**config.mk**
```make
export PLATFORM = sky130hd
export DESIGN_NAME = sdram_port_arbiter
export DESIGN_NICKNAME = d
export VERILOG_FILES = /design/src/rtl/sdram_port_arbiter.sv
export SDC_FILE = /design/constraint.sdc
export NUM_CORES = 1
export LEC_CHECK = 0
export BUFFER_PORTS_ARGS = -buffer_cell sky130_fd_sc_hd__buf_2
export CORE_MARGIN = 3
export CORE_UTILIZATION = 45
export CTS_CLUSTER_DIAMETER = 30
export DETAILED_ROUTE_END_ITERATION = 8
export PLACE_DENSITY = 0.7
export SLEW_MARGIN = 20
export SYNTH_ARGS = -nofsm -noshare
export SYNTH_HDL_FRONTEND = slang
export SYNTH_SLANG_ARGS = --single-unit
```
**constraint.sdc**
```tcl
create_clock -name clock -period 10 [get_ports clock]
set_input_delay 2 -clock clock [delete_from_list [all_inputs] [get_ports clock]]
set_output_delay 2 -clock clock [all_outputs]
set_load 0.02 [all_outputs]
```
**src/rtl/sdram_port_arbiter.sv**
```systemverilog
// Round-robin arbiter sharing one SDRAM controller command port among NREQ requesters.
// Optional macro SDRAM_ARB_PORT0_PRIORITY_EN: port 0 always wins when pending.
//
// state  | meaning
// S_IDLE | no transaction downstream; issue to the next pending port if any
// S_WAIT | one transaction outstanding; wait for in_sd_done and route it back
module sdram_port_arbiter #(
    parameter int NREQ = 2,
    parameter int GW   = 2
) (
    input  logic               clock,
    input  logic               reset,
    input  logic [NREQ*32-1:0] in_req_addr,
    input  logic [NREQ-1:0]    in_req_rw,
    input  logic [NREQ*32-1:0] in_req_data_in,
    input  logic [NREQ*4-1:0]  in_req_wmask,
    input  logic [NREQ-1:0]    in_req_in_valid,
    output logic [NREQ-1:0]    out_req_done,
    output logic [31:0]        out_req_data_out,
    output logic [31:0]        out_sd_addr,
    output logic               out_sd_rw,
    output logic [31:0]        out_sd_data_in,
    output logic [3:0]         out_sd_wmask,
    output logic               out_sd_in_valid,
    input  logic [31:0]        in_sd_data_out,
    input  logic               in_sd_done,
    output logic [GW-1:0]      out_grant,
    output logic               out_busy,
    output logic               out_overrun
);

    typedef enum logic {
        S_IDLE,
        S_WAIT
    } state_t;

    state_t            state_q;
    logic [NREQ-1:0]   pending_q, pending_d;
    logic [GW-1:0]     ptr_q;
    logic [GW-1:0]     grant_q;
    logic [31:0]       lat_addr_q [NREQ];
    logic [NREQ-1:0]   lat_rw_q;
    logic [31:0]       lat_data_q [NREQ];
    logic [3:0]        lat_wmask_q [NREQ];

    logic [NREQ-1:0]   req_done_q;
    logic [31:0]       req_data_q;
    logic [31:0]       sd_addr_q;
    logic              sd_rw_q;
    logic [31:0]       sd_data_q;
    logic [3:0]        sd_wmask_q;
    logic              sd_valid_q;
    logic              busy_q;
    logic              overrun_q, overrun_d;

    logic [NREQ-1:0]   accept;
    logic [NREQ-1:0]   search_mask;
    logic              sel_found_d;
    logic [GW-1:0]     sel_idx_d;
    logic [31:0]       sel_addr_d;
    logic              sel_rw_d;
    logic [31:0]       sel_data_d;
    logic [3:0]        sel_wmask_d;
    logic              wait_done;
    logic [GW-1:0]     ptr_after_done;

    assign wait_done = (state_q == S_WAIT) && in_sd_done;

    // A port that is pending (including the one being served) cannot accept a new pulse.
    always_comb begin
        accept    = in_req_in_valid & ~pending_q;
        overrun_d = overrun_q | (|(in_req_in_valid & pending_q));
        pending_d = pending_q;
        if (wait_done) begin
            for (int i = 0; i < NREQ; i++) begin
                if (grant_q == GW'(i)) begin
                    pending_d[i] = 1'b0;
                end
            end
        end
        pending_d = pending_d | accept;
    end

    always_comb begin
        int idx;
        sel_found_d = 1'b0;
        sel_idx_d   = '0;
        search_mask = pending_q;
        idx         = 0;
`ifdef SDRAM_ARB_PORT0_PRIORITY_EN
        if (pending_q[0]) begin
            sel_found_d = 1'b1;
        end
        search_mask[0] = 1'b0;
`endif
        for (int k = 0; k < NREQ; k++) begin
            idx = int'(ptr_q) + k;
            if (idx >= NREQ) begin
                idx = idx - NREQ;
            end
            if (!sel_found_d && search_mask[idx]) begin
                sel_found_d = 1'b1;
                sel_idx_d   = GW'(idx);
            end
        end
    end

    always_comb begin
        sel_addr_d  = '0;
        sel_rw_d    = 1'b1;
        sel_data_d  = '0;
        sel_wmask_d = 4'hF;
        for (int i = 0; i < NREQ; i++) begin
            if (sel_idx_d == GW'(i)) begin
                sel_addr_d  = lat_addr_q[i];
                sel_rw_d    = lat_rw_q[i];
                sel_data_d  = lat_data_q[i];
                sel_wmask_d = lat_wmask_q[i];
            end
        end
    end

    always_comb begin
        if (grant_q == GW'(NREQ - 1)) begin
            ptr_after_done = '0;
        end else begin
            ptr_after_done = grant_q + GW'(1);
        end
`ifdef SDRAM_ARB_PORT0_PRIORITY_EN
        // Serving port 0 is out-of-band and leaves the rotation where it was.
        if (grant_q == '0) begin
            ptr_after_done = ptr_q;
        end
`endif
    end

    always_ff @(posedge clock) begin
        if (reset) begin
            state_q    <= S_IDLE;
            pending_q  <= '0;
            ptr_q      <= '0;
            grant_q    <= '0;
            lat_rw_q   <= '0;
            for (int i = 0; i < NREQ; i++) begin
                lat_addr_q[i]  <= '0;
                lat_data_q[i]  <= '0;
                lat_wmask_q[i] <= '0;
            end
            req_done_q <= '0;
            req_data_q <= '0;
            sd_addr_q  <= '0;
            sd_rw_q    <= 1'b1;
            sd_data_q  <= '0;
            sd_wmask_q <= 4'hF;
            sd_valid_q <= 1'b0;
            busy_q     <= 1'b0;
            overrun_q  <= 1'b0;
        end else begin
            pending_q  <= pending_d;
            overrun_q  <= overrun_d;
            req_done_q <= '0;
            sd_valid_q <= 1'b0;
            for (int i = 0; i < NREQ; i++) begin
                if (accept[i]) begin
                    lat_addr_q[i]  <= in_req_addr[32*i +: 32];
                    lat_rw_q[i]    <= in_req_rw[i];
                    lat_data_q[i]  <= in_req_data_in[32*i +: 32];
                    lat_wmask_q[i] <= in_req_wmask[4*i +: 4];
                end
            end
            case (state_q)
                S_IDLE: begin
                    if (sel_found_d) begin
                        grant_q    <= sel_idx_d;
                        sd_addr_q  <= sel_addr_d;
                        sd_rw_q    <= sel_rw_d;
                        sd_data_q  <= sel_data_d;
                        sd_wmask_q <= sel_wmask_d;
                        sd_valid_q <= 1'b1;
                        busy_q     <= 1'b1;
                        state_q    <= S_WAIT;
                    end
                end
                S_WAIT: begin
                    if (in_sd_done) begin
                        for (int i = 0; i < NREQ; i++) begin
                            if (grant_q == GW'(i)) begin
                                req_done_q[i] <= 1'b1;
                            end
                        end
                        req_data_q <= in_sd_data_out;
                        busy_q     <= 1'b0;
                        ptr_q      <= ptr_after_done;
                        state_q    <= S_IDLE;
                    end
                end
                default: state_q <= S_IDLE;
            endcase
        end
    end

    assign out_req_done     = req_done_q;
    assign out_req_data_out = req_data_q;
    assign out_sd_addr      = sd_addr_q;
    assign out_sd_rw        = sd_rw_q;
    assign out_sd_data_in   = sd_data_q;
    assign out_sd_wmask     = sd_wmask_q;
    assign out_sd_in_valid  = sd_valid_q;
    assign out_grant        = grant_q;
    assign out_busy         = busy_q;
    assign out_overrun      = overrun_q;

endmodule

```
==> metrics, run 1 <==
commonest non-fill, non-tap cell in the layout buf_2; Max Clock Freq 292 MHz; Nets 1376; final std cells w/o fill 1522; Row Count 54; layout cells sized above 1 31.3%; crit share post-route between 30 and 40%; pin slew with the least headroom to its limit 1.05 ns; die area 24700 um^2; synth top area cells edfxtp_1, dfxtp_1, and2_1; overall die height 157 um; postcts setup bufs 0; IO buf count 282; Final Max Tran Viols 0; Mean Syn Cell Area 10.9 um^2; initial antenna violation count 1; commonest non-fill, non-tap cells in the layout buf_2, and2_1, edfxtp_1; leakage power 5.56 nW; io pins 283; family with the most delay on the worst path simple AND/OR/NAND/NOR gates; hold depth 2; clock sink count about 250; outcome finished, final reports clean; Reg area 6390 um^2; sequential share of the synthesized area 62.0%; maximum vdd drop about 0.15 mV; Via-to-Cell Ratio 5.16; Layout Cell Area excl Fill roughly 13000 um^2; clk slew on worst S/H paths 0.04 ns; Die X 157 um; Total Neg Setup Slack 0 ns; final setup vio count 0; Worst Setup End Kind flop; post-synthesis cell area 10300 um^2; CP arrival approximately 3.6 ns; Fillers 1846; r2r worst-path depth 4; hold path startpoint out_req_data_out[31]; final hold vios 0; cells after synthesis approximately 940; r2r startpoint pending_q[1]; Worst-Skew Late Latency ~0.53 ns; via count 7861; Layout Utilization between 60% and 70%; cell taking the most area after synthesis edfxtp_1; Num CTS Buffers 49; clock buffer depth 3; HP Class reg -> reg; Gates resized, CTS repair 0; post-route minimum period 3.42 ns; DRC errors left 0; CTS root buf clkbuf_16; number of synthesized flops with an enable pin approximately 140; total gr overflow 0; first-pass GRT wire length roughly 40000 um; ys async rst share 0%; area delta synth->final 29.7%; DR WL/cell 17.6 um; Maximum Capacitance Violations 0; Yosys warning count 0; CP Buf/Inv Count 1; 1st-pass router iterations 5; Final ANT Viol Nets 0; dpl cell area 11700 um^2; number of global-route vias before repair 7804; largest net degree at the start of global routing 137; CP Class in -> reg; CP Max Fanout 68; crit-path cells buf_4 -> nand2b_4; pwr/cell area 241 nW/um^2; GRT Util Overall 20.8%; H-tree level count 2; main flop type after synthesis edfxtp_1; biggest cell delay along the critical path around 0.9 ns; CP required about 10 ns; area share of the largest cell type after synthesis 39.7%; multi-input logic area around 3500 um^2; clock skew 0.0244 ns; Slew HR a little under a third; routed wire length 26800 um; DRT iter0 DRCs approximately 480; dpl hpwl 15500 um; TritonCTS clock tree yes; CP Depth 2; crit start category input port; dpl cells 1430; Yosys cell types 39; RSZ-0062 raised after global routing no; core area approximately 22000 um^2; register bit count reported by yosys between 200 and 300; Syn Nets 1117; Worst path slowest cell nand2b_4; CTS Hold Bufs 0; critical path launch point reset; Starting Density 46.4%; GPL Wtd Cong 0.793
logic make-up (layout without fill, tap and decap cells):
kind of cell           count (synthesis)  count (layout)  synth area share (%)
flip-flops                           251             251                  62.0
buffers and inverters                 81             380                  4.24
other                                  0               1                     0
AO/OA/AOI/OAI                        254             254                  15.3
multiplexers                           2               2                 0.195
AND/OR/NAND/NOR                      354             354                  18.2
worst reg2reg max path, cell delays in order, from the launching register on:
cell and delay, ns:
dfxtp_4 0.94, a21bo_2 0.65, buf_4 0.58, a21oi_1 0.14
a221o_1 0.35
sequential cells by signal (all words and copies together) (netlist names):
name	cells
lat_data_q	64
state_q	1
out_req_done	2
out_sd_in_valid	1
lat_rw_q	2
pending_q	2
out_sd_addr	32
out_sd_data_in	32
out_busy	1
out_sd_wmask	4
out_sd_rw	1
ptr_q	2
out_req_data_out	32
lat_wmask_q	8
out_grant	2
lat_addr_q	64
out_overrun	1
synthesized netlist by cell type, drive strengths merged, types with 2 or more instances:
master  count
and2      137
edfxtp    136
buf        40
dfxtp     115
a32oi       3
a221o       5
nand2      75
a211oi     62
o211ai      3
clkbuf     40
o21ai      62
mux2i       2
nor2b       2
nor2       68
a21oi     108
nand2b     66
o21bai      6
power by group:
group	leakage, nW	internal [mW]	switching (mW)
Clock	0.797	1.07	0.533
Combinational	2.35	0.135	0.232
Sequential	2.41	1.19	0.0459
Total	5.56	2.40	0.810
final timing paths:
| kind | endpoint | slack [ns] |
|---|---|---|
| worst max-delay path | lat_addr_q[0][55] | 6.58 |
| worst min-delay path | out_req_data_out[31] | 0.45 |
| worst max register to register | out_sd_rw | 7.24 |
| worst min register to register | out_req_data_out[31] | 0.45 |
stage by stage:
step	setup WS [ns]	hold WS [ns]	power, mW
floorplan	5.38	0.457	1.49
global placement	6.05	0.439	1.62
detailed placement	6.03	0.443	1.62
CTS	6.57	0.450	3.24
global route	6.45	0.469	3.33
finish	6.58	0.448	3.21
final cells by class:
class | instances | share of cell area (%)
diodes | 1 | 0.0187
clock buffers | 64 | 10.0
clock inverters | 27 | 2.31
inverters | 1 | 0.0281
multi-input cells | 610 | 26.2
flip-flops and latches | 251 | 47.9
well taps | 280 | 2.62
repair buffers | 288 | 11.0
routing by layer:
| layer | global-route usage (%) | share of wire (%) |
|---|---|---|
| met1 | 26.1 | 42 |
| met2 | 35.5 | 49 |
| met3 | 4.67 | 7.2 |
| met4 | 7.07 | 2.3 |
| met5 | 0 | 0 |
No activity file was read; power rests on OpenSTA's default activity.
==> run 2: changes to the inputs <==
--- a/config.mk
+++ b/config.mk
@@ -5,6 +5,7 @@
 export SDC_FILE = /design/constraint.sdc
 export NUM_CORES = 1
 export LEC_CHECK = 0
+export ABC_AREA = 1
 export BUFFER_PORTS_ARGS = -buffer_cell sky130_fd_sc_hd__buf_2
 export CORE_MARGIN = 3
 export CORE_UTILIZATION = 45
==> constraint.sdc (replaced) <==
create_clock -name clock -period 3.6 [get_ports clock]
set_input_delay 0.72 -clock clock [delete_from_list [all_inputs] [get_ports clock]]
set_output_delay 0.72 -clock clock [all_outputs]
set_load 0.02 [all_outputs]
==> metrics, run 2 <==
CTS Hold Bufs 0; Reg area 6390 um^2; postcts setup bufs 0; Die X ~160 um; Num CTS Buffers 51; post-route minimum period 2.35 ns; Gates resized, CTS repair 0; Layout Utilization about 63%; CP arrival ~2.6 ns; final std cells w/o fill about 1800; Total Neg Setup Slack 0 ns; main flop type after synthesis edfxtp_1; DRT iter0 DRCs about 570; final setup vio count 0; Fillers 1894; Mean Syn Cell Area 8.80 um^2; Worst path slowest cell o21ai_4; Yosys warning count 0; Nets between 1500 and 2000; GPL Wtd Cong 0.812; total power roughly 10 mW; TritonCTS clock tree yes; Syn Nets 1349; clock skew between 0.009 and 0.01 ns; overall die height 157 um; post-synthesis cell area approximately 10000 um^2; first-pass GRT wire length 42100 um; 1st-pass router iterations 4; pwr/cell area 725 nW/um^2; cell taking the most area after synthesis edfxtp_1; hold worst-path end lat_rw_q[1]; number of global-route vias before repair 8448; number of synthesized flops with an enable pin 136; final hold vios 0; hold depth 3; synth top area cells edfxtp_1, dfxtp_1, inv_1; R2R Path End lat_addr_q[0][24]; most frequent cell after synthesis inv_1; HP Class in -> reg; hold path startpoint in_req_rw[1]; io pins 283; routed wire length 27600 um; initial antenna violation count 4; total gr overflow 0; Worst Setup End Kind flop; area share of the largest cell type after synthesis 39.5%; cells after synthesis around 1200; H-tree level count 2; Max Clock Freq 425 MHz; CTS root buf clkbuf_16; layout cells sized above 1 26.5%; Starting Density 46.6%; Final Max Tran Viols 0; CP Class reg -> reg; Slew HR 33.0%; via count 8775; core area 22200 um^2; commonest non-fill, non-tap cell in the layout buf_2; crit start category flop; dpl cells 1677; DR WL/cell 15.6 um; dpl hpwl 17200 um; clock sink count 251; Yosys cell types 16; crit-path cells nor2_1 -> o21ai_4 -> buf_4 -> nor2_1; crit share post-route 65.4%; clock buffer depth 3; CP required 3.87 ns; DRC errors left 0; Final ANT Viol Nets 0; CP Max Fanout 32; Row Count 54; largest net degree at the start of global routing 95; pin slew with the least headroom to its limit between 1 and 1.5 ns; area delta synth->final 35.0%; IO buf count 282; register bit count reported by yosys 251; GRT Util Overall approximately a fifth; reg-to-reg setup timing slack 1.25 ns; biggest cell delay along the critical path 0.75 ns; outcome finished, final reports clean; Worst-Skew Late Latency ~0.54 ns; maximum vdd drop roughly 0.41 mV; commonest non-fill, non-tap cells in the layout buf_2, inv_1, nor2_1; die area 24800 um^2; Maximum Capacitance Violations 0; RSZ-0062 raised after global routing no; Regs by FF count lat_addr_q x64, lat_data_q x64; Via-to-Cell Ratio 4.94; r2r worst-path depth 4; leakage power 7.02 nW; r2r startpoint pending_q[1]; multi-input logic area 2820 um^2; sequential share of the synthesized area 61.8%; commonest cells in the netlist inv_1, nor2_1, nand3_1; ys async rst share 0%; clk slew on worst S/H paths 0.05 ns; most frequent CP cell nor2_1
-- run 2: metal layers --
metal,wire (um),vias up,global-route usage [%]
li1,-,4296,-
met1,10900,4084,25.4
met2,13800,339,37.5
met3,2170,52,4.89
met4,671,4,8.39
met5,24,-,0
-- run 2: per-stage QoR --
| stage | setup WS [ns] | area (um^2) | hold slack (ns) |
|---|---|---|---|
| after floorplan | 0.500 | 10300 | 0.451 |
| after global placement | 1.05 | 12000 | 0.452 |
| after detailed placement | 0.950 | 12000 | 0.453 |
| after CTS | 1.24 | 13900 | 0.415 |
| after global routing | 1.10 | 13900 | 0.441 |
| final | 1.25 | 13900 | 0.432 |
-- run 2: how the worst max path moves through the flow --
| stage | from | to | slack, ns | cells after the start |
|---|---|---|---|---|
| after detailed placement | in_req_in_valid[0] | lat_addr_q[0][24] | 0.95 | 6 |
| after CTS | pending_q[1] | lat_addr_q[0][24] | 1.24 | 4 |
| after global routing | pending_q[1] | lat_addr_q[0][24] | 1.10 | 4 |
| after global placement | in_req_in_valid[0] | lat_addr_q[0][5] | 1.05 | 6 |
| after floorplan | reset | lat_addr_q[0][32] | 0.50 | 4 |
| final | pending_q[1] | lat_addr_q[0][24] | 1.25 | 4 |
-- run 2: logic make-up after synthesis --
kind of cell	synth area share, %
AOI/OAI and AO/OA	8.27
buffers and inverters	11.2
DFF	61.8
and+or+nand+nor	18.7
-- run 2: power by group --
group | internal, mW | switching [mW]
Sequential | 3.37 | 0.144
Clock | 3.77 | 1.51
Combinational | 0.429 | 0.883
Total | 7.57 | 2.54
-- run 2: cell type report --
cell class	instances	share of cell area, %
well taps	280	2.51
multi-input cells	630	20.2
clock inverters	26	3.14
inverters	217	5.84
repair buffers	299	11.4
diodes	2	0.0359
clock buffers	70	11.0
flip-flops and latches	251	45.8
-- run 2: critical path: cells and delay by family, from the launching register on --
| kind | cells | cell delay, ns |
|---|---|---|
| buffers and inverters | 1 | 0.46 |
| AND/OR/NAND/NOR | 2 | 0.25 |
| AO/OA/AOI/OAI | 1 | 0.75 |
| flip-flops | 1 | 0.58 |
==> run 3: changes to the inputs <==
--- a/config.mk
+++ b/config.mk
@@ -11,7 +11,7 @@
 export CORE_UTILIZATION = 45
 export CTS_CLUSTER_DIAMETER = 30
 export DETAILED_ROUTE_END_ITERATION = 8
-export PLACE_DENSITY = 0.7
+export PLACE_DENSITY = 0.73
 export SLEW_MARGIN = 20
 export SYNTH_ARGS = -nofsm -noshare
 export SYNTH_HDL_FRONTEND = slang
==> constraint.sdc (replaced) <==
create_clock -name clock -period 2 [get_ports clock]
set_input_delay 0.4 -clock clock [delete_from_list [all_inputs] [get_ports clock]]
set_output_delay 0.4 -clock clock [all_outputs]
set_load 0.02 [all_outputs]
==> metrics, run 3 (same netlist as run 2, synthesis figures left out) <==
total gr overflow 0; Nets around 1600; CP required between 2 and 2.5 ns; Die X 157 um; area delta synth->final 35.4%; post-route minimum period 1.73 ns; multi-input logic area 2820 um^2; leakage power 7.04 nW; Layout Utilization 63.1%; DRC errors left 0; commonest non-fill, non-tap cells in the layout buf_2, inv_1, nor2_1; commonest non-fill, non-tap cell in the layout buf_2; Final ANT Viol Nets 0; via count 8826; Row Count 54; core area 22200 um^2; H-tree level count 2; dpl hpwl 17800 um; Via-to-Cell Ratio roughly 5.0; GRT Util Overall 21.8%; CP Max Fanout 43; overall die height 157 um; HP Class in -> reg; DRT iter0 DRCs 671; CTS root buf clkbuf_16; final setup vio count 0; GPL Wtd Cong 0.832; Worst Setup End Kind flop; final std cells w/o fill 1782; total power 17.8 mW; die area 24800 um^2; Worst-Skew Late Latency approximately 0.54 ns; Gates resized, CTS repair 0; io pins 283; TritonCTS clock tree yes; Worst path slowest cell dfxtp_1; crit-path cells inv_1 -> nand2_1 -> inv_1 -> o21ai_4 -> buf_12 -> nor2_1; postcts setup bufs 0; biggest cell delay along the critical path 0.41 ns; clock buffer depth 3; first-pass GRT wire length 43000 um; routed wire length 27800 um; outcome finished, final reports clean; largest net degree at the start of global routing between 80 and 90; CP Class reg -> reg; pwr/cell area 1270 nW/um^2; Starting Density 46.6%; final hold vios 0; Num CTS Buffers 50; Max Clock Freq roughly 580 MHz; maximum vdd drop 0.682 mV; DR WL/cell 15.6 um; Fillers about 1800; Final Max Tran Viols 0; pin slew with the least headroom to its limit 0.496 ns; crit start category flop; 1st-pass router iterations 5; CTS Hold Bufs 0; Maximum Capacitance Violations 0; Reg area 6390 um^2; RSZ-0062 raised after global routing no; Slew HR 66.9%; IO buf count 282; clock skew 0.0154 ns; Regs by FF count lat_addr_q x64, lat_data_q x64; layout cells sized above 1 27.2%; most frequent CP cell inv_1; Total Neg Setup Slack 0 ns; crit share post-route 86.4%; CP arrival between 2 and 2.5 ns; dpl cells 1685; number of global-route vias before repair approximately 8500; initial antenna violation count 5; clock sink count around 250; clk slew on worst S/H paths approximately 0.05 ns
-- run 3: changes by cell type in the layout (fill, tap and decap cells not counted) --
cell | previous run | this run
clkinv_4 | 2 | 4
inv_6 | 3 | 5
clkinv_2 | 6 | 10
inv_4 | 1 | 2
bufinv_16 | 11 | 12
buf_4 | 13 | 14
clkinvlp_4 | 1 | 4
clkbuf_1 | 7 | 1
clkbuf_16 | 57 | 50
buf_12 | 4 | 11
diode_2 | 2 | 3
clkbuf_8 | 6 | 4
-- run 3: through the flow --
stage                     hold WS (ns)  worst slack [ns]  area [um^2]
after floorplan                  0.451            0.0575        10300
after global placement           0.450             0.274        12100
after detailed placement         0.448             0.231        12100
after CTS                        0.106             0.257        14000
after global routing             0.115             0.161        14000
final                            0.124             0.273        14000
-- run 3: report_power, final --
part           total (mW)  internal, mW  switching [mW]  leakage (nW)
Combinational        2.45         0.825            1.62          3.73
Clock                9.04          6.29            2.75         0.912
Sequential           6.31          6.07           0.240          2.39
Total                17.8          13.2            4.61          7.04
-- run 3: path summary, 6_finish.rpt --
path | slack (ns) | cells past startpoint | from | endpoint
max | 0.27 | 6 | pending_q[0] | lat_data_q[0][22]
max reg2reg | 0.27 | 6 | pending_q[0] | lat_data_q[0][22]
min reg2reg | 0.46 | 2 | out_sd_wmask[2] | out_sd_wmask[2]
min | 0.12 | 3 | in_sd_data_out[23] | out_req_data_out[23]
-- run 3: final cells by class --
cell class / instances / share of cell area [%]
Antenna cell: 3 / 0.0537
Clock buffer: 55 / 9.37
Clock inverter: 39 / 3.95
Inverter: 217 / 5.83
Multi-Input combinational cell: 630 / 20.2
Sequential cell: 251 / 45.7
Tap cell: 280 / 2.51
Timing Repair Buffer: 307 / 12.4
-- run 3: routing by layer --
metal / global-route usage [%] / part of all wire (%) / vias to the layer above / routed length [um]
li1: - / - / 4323 / -
met1: 27.6 / 41 / 4053 / 11300
met2: 36.9 / 49 / 389 / 13700
met3: 4.89 / 7.8 / 57 / 2170
met4: 7.48 / 2.4 / 4 / 658
met5: 0 / 0.079 / - / 22
-- run 3: worst max-delay path: cells and delay by family, from the launching register on --
kind | cells | cell delay, ns
simple gates | 2 | 0.23
buf+inv | 3 | 0.45
compound gates | 1 | 0.37
flops | 1 | 0.41
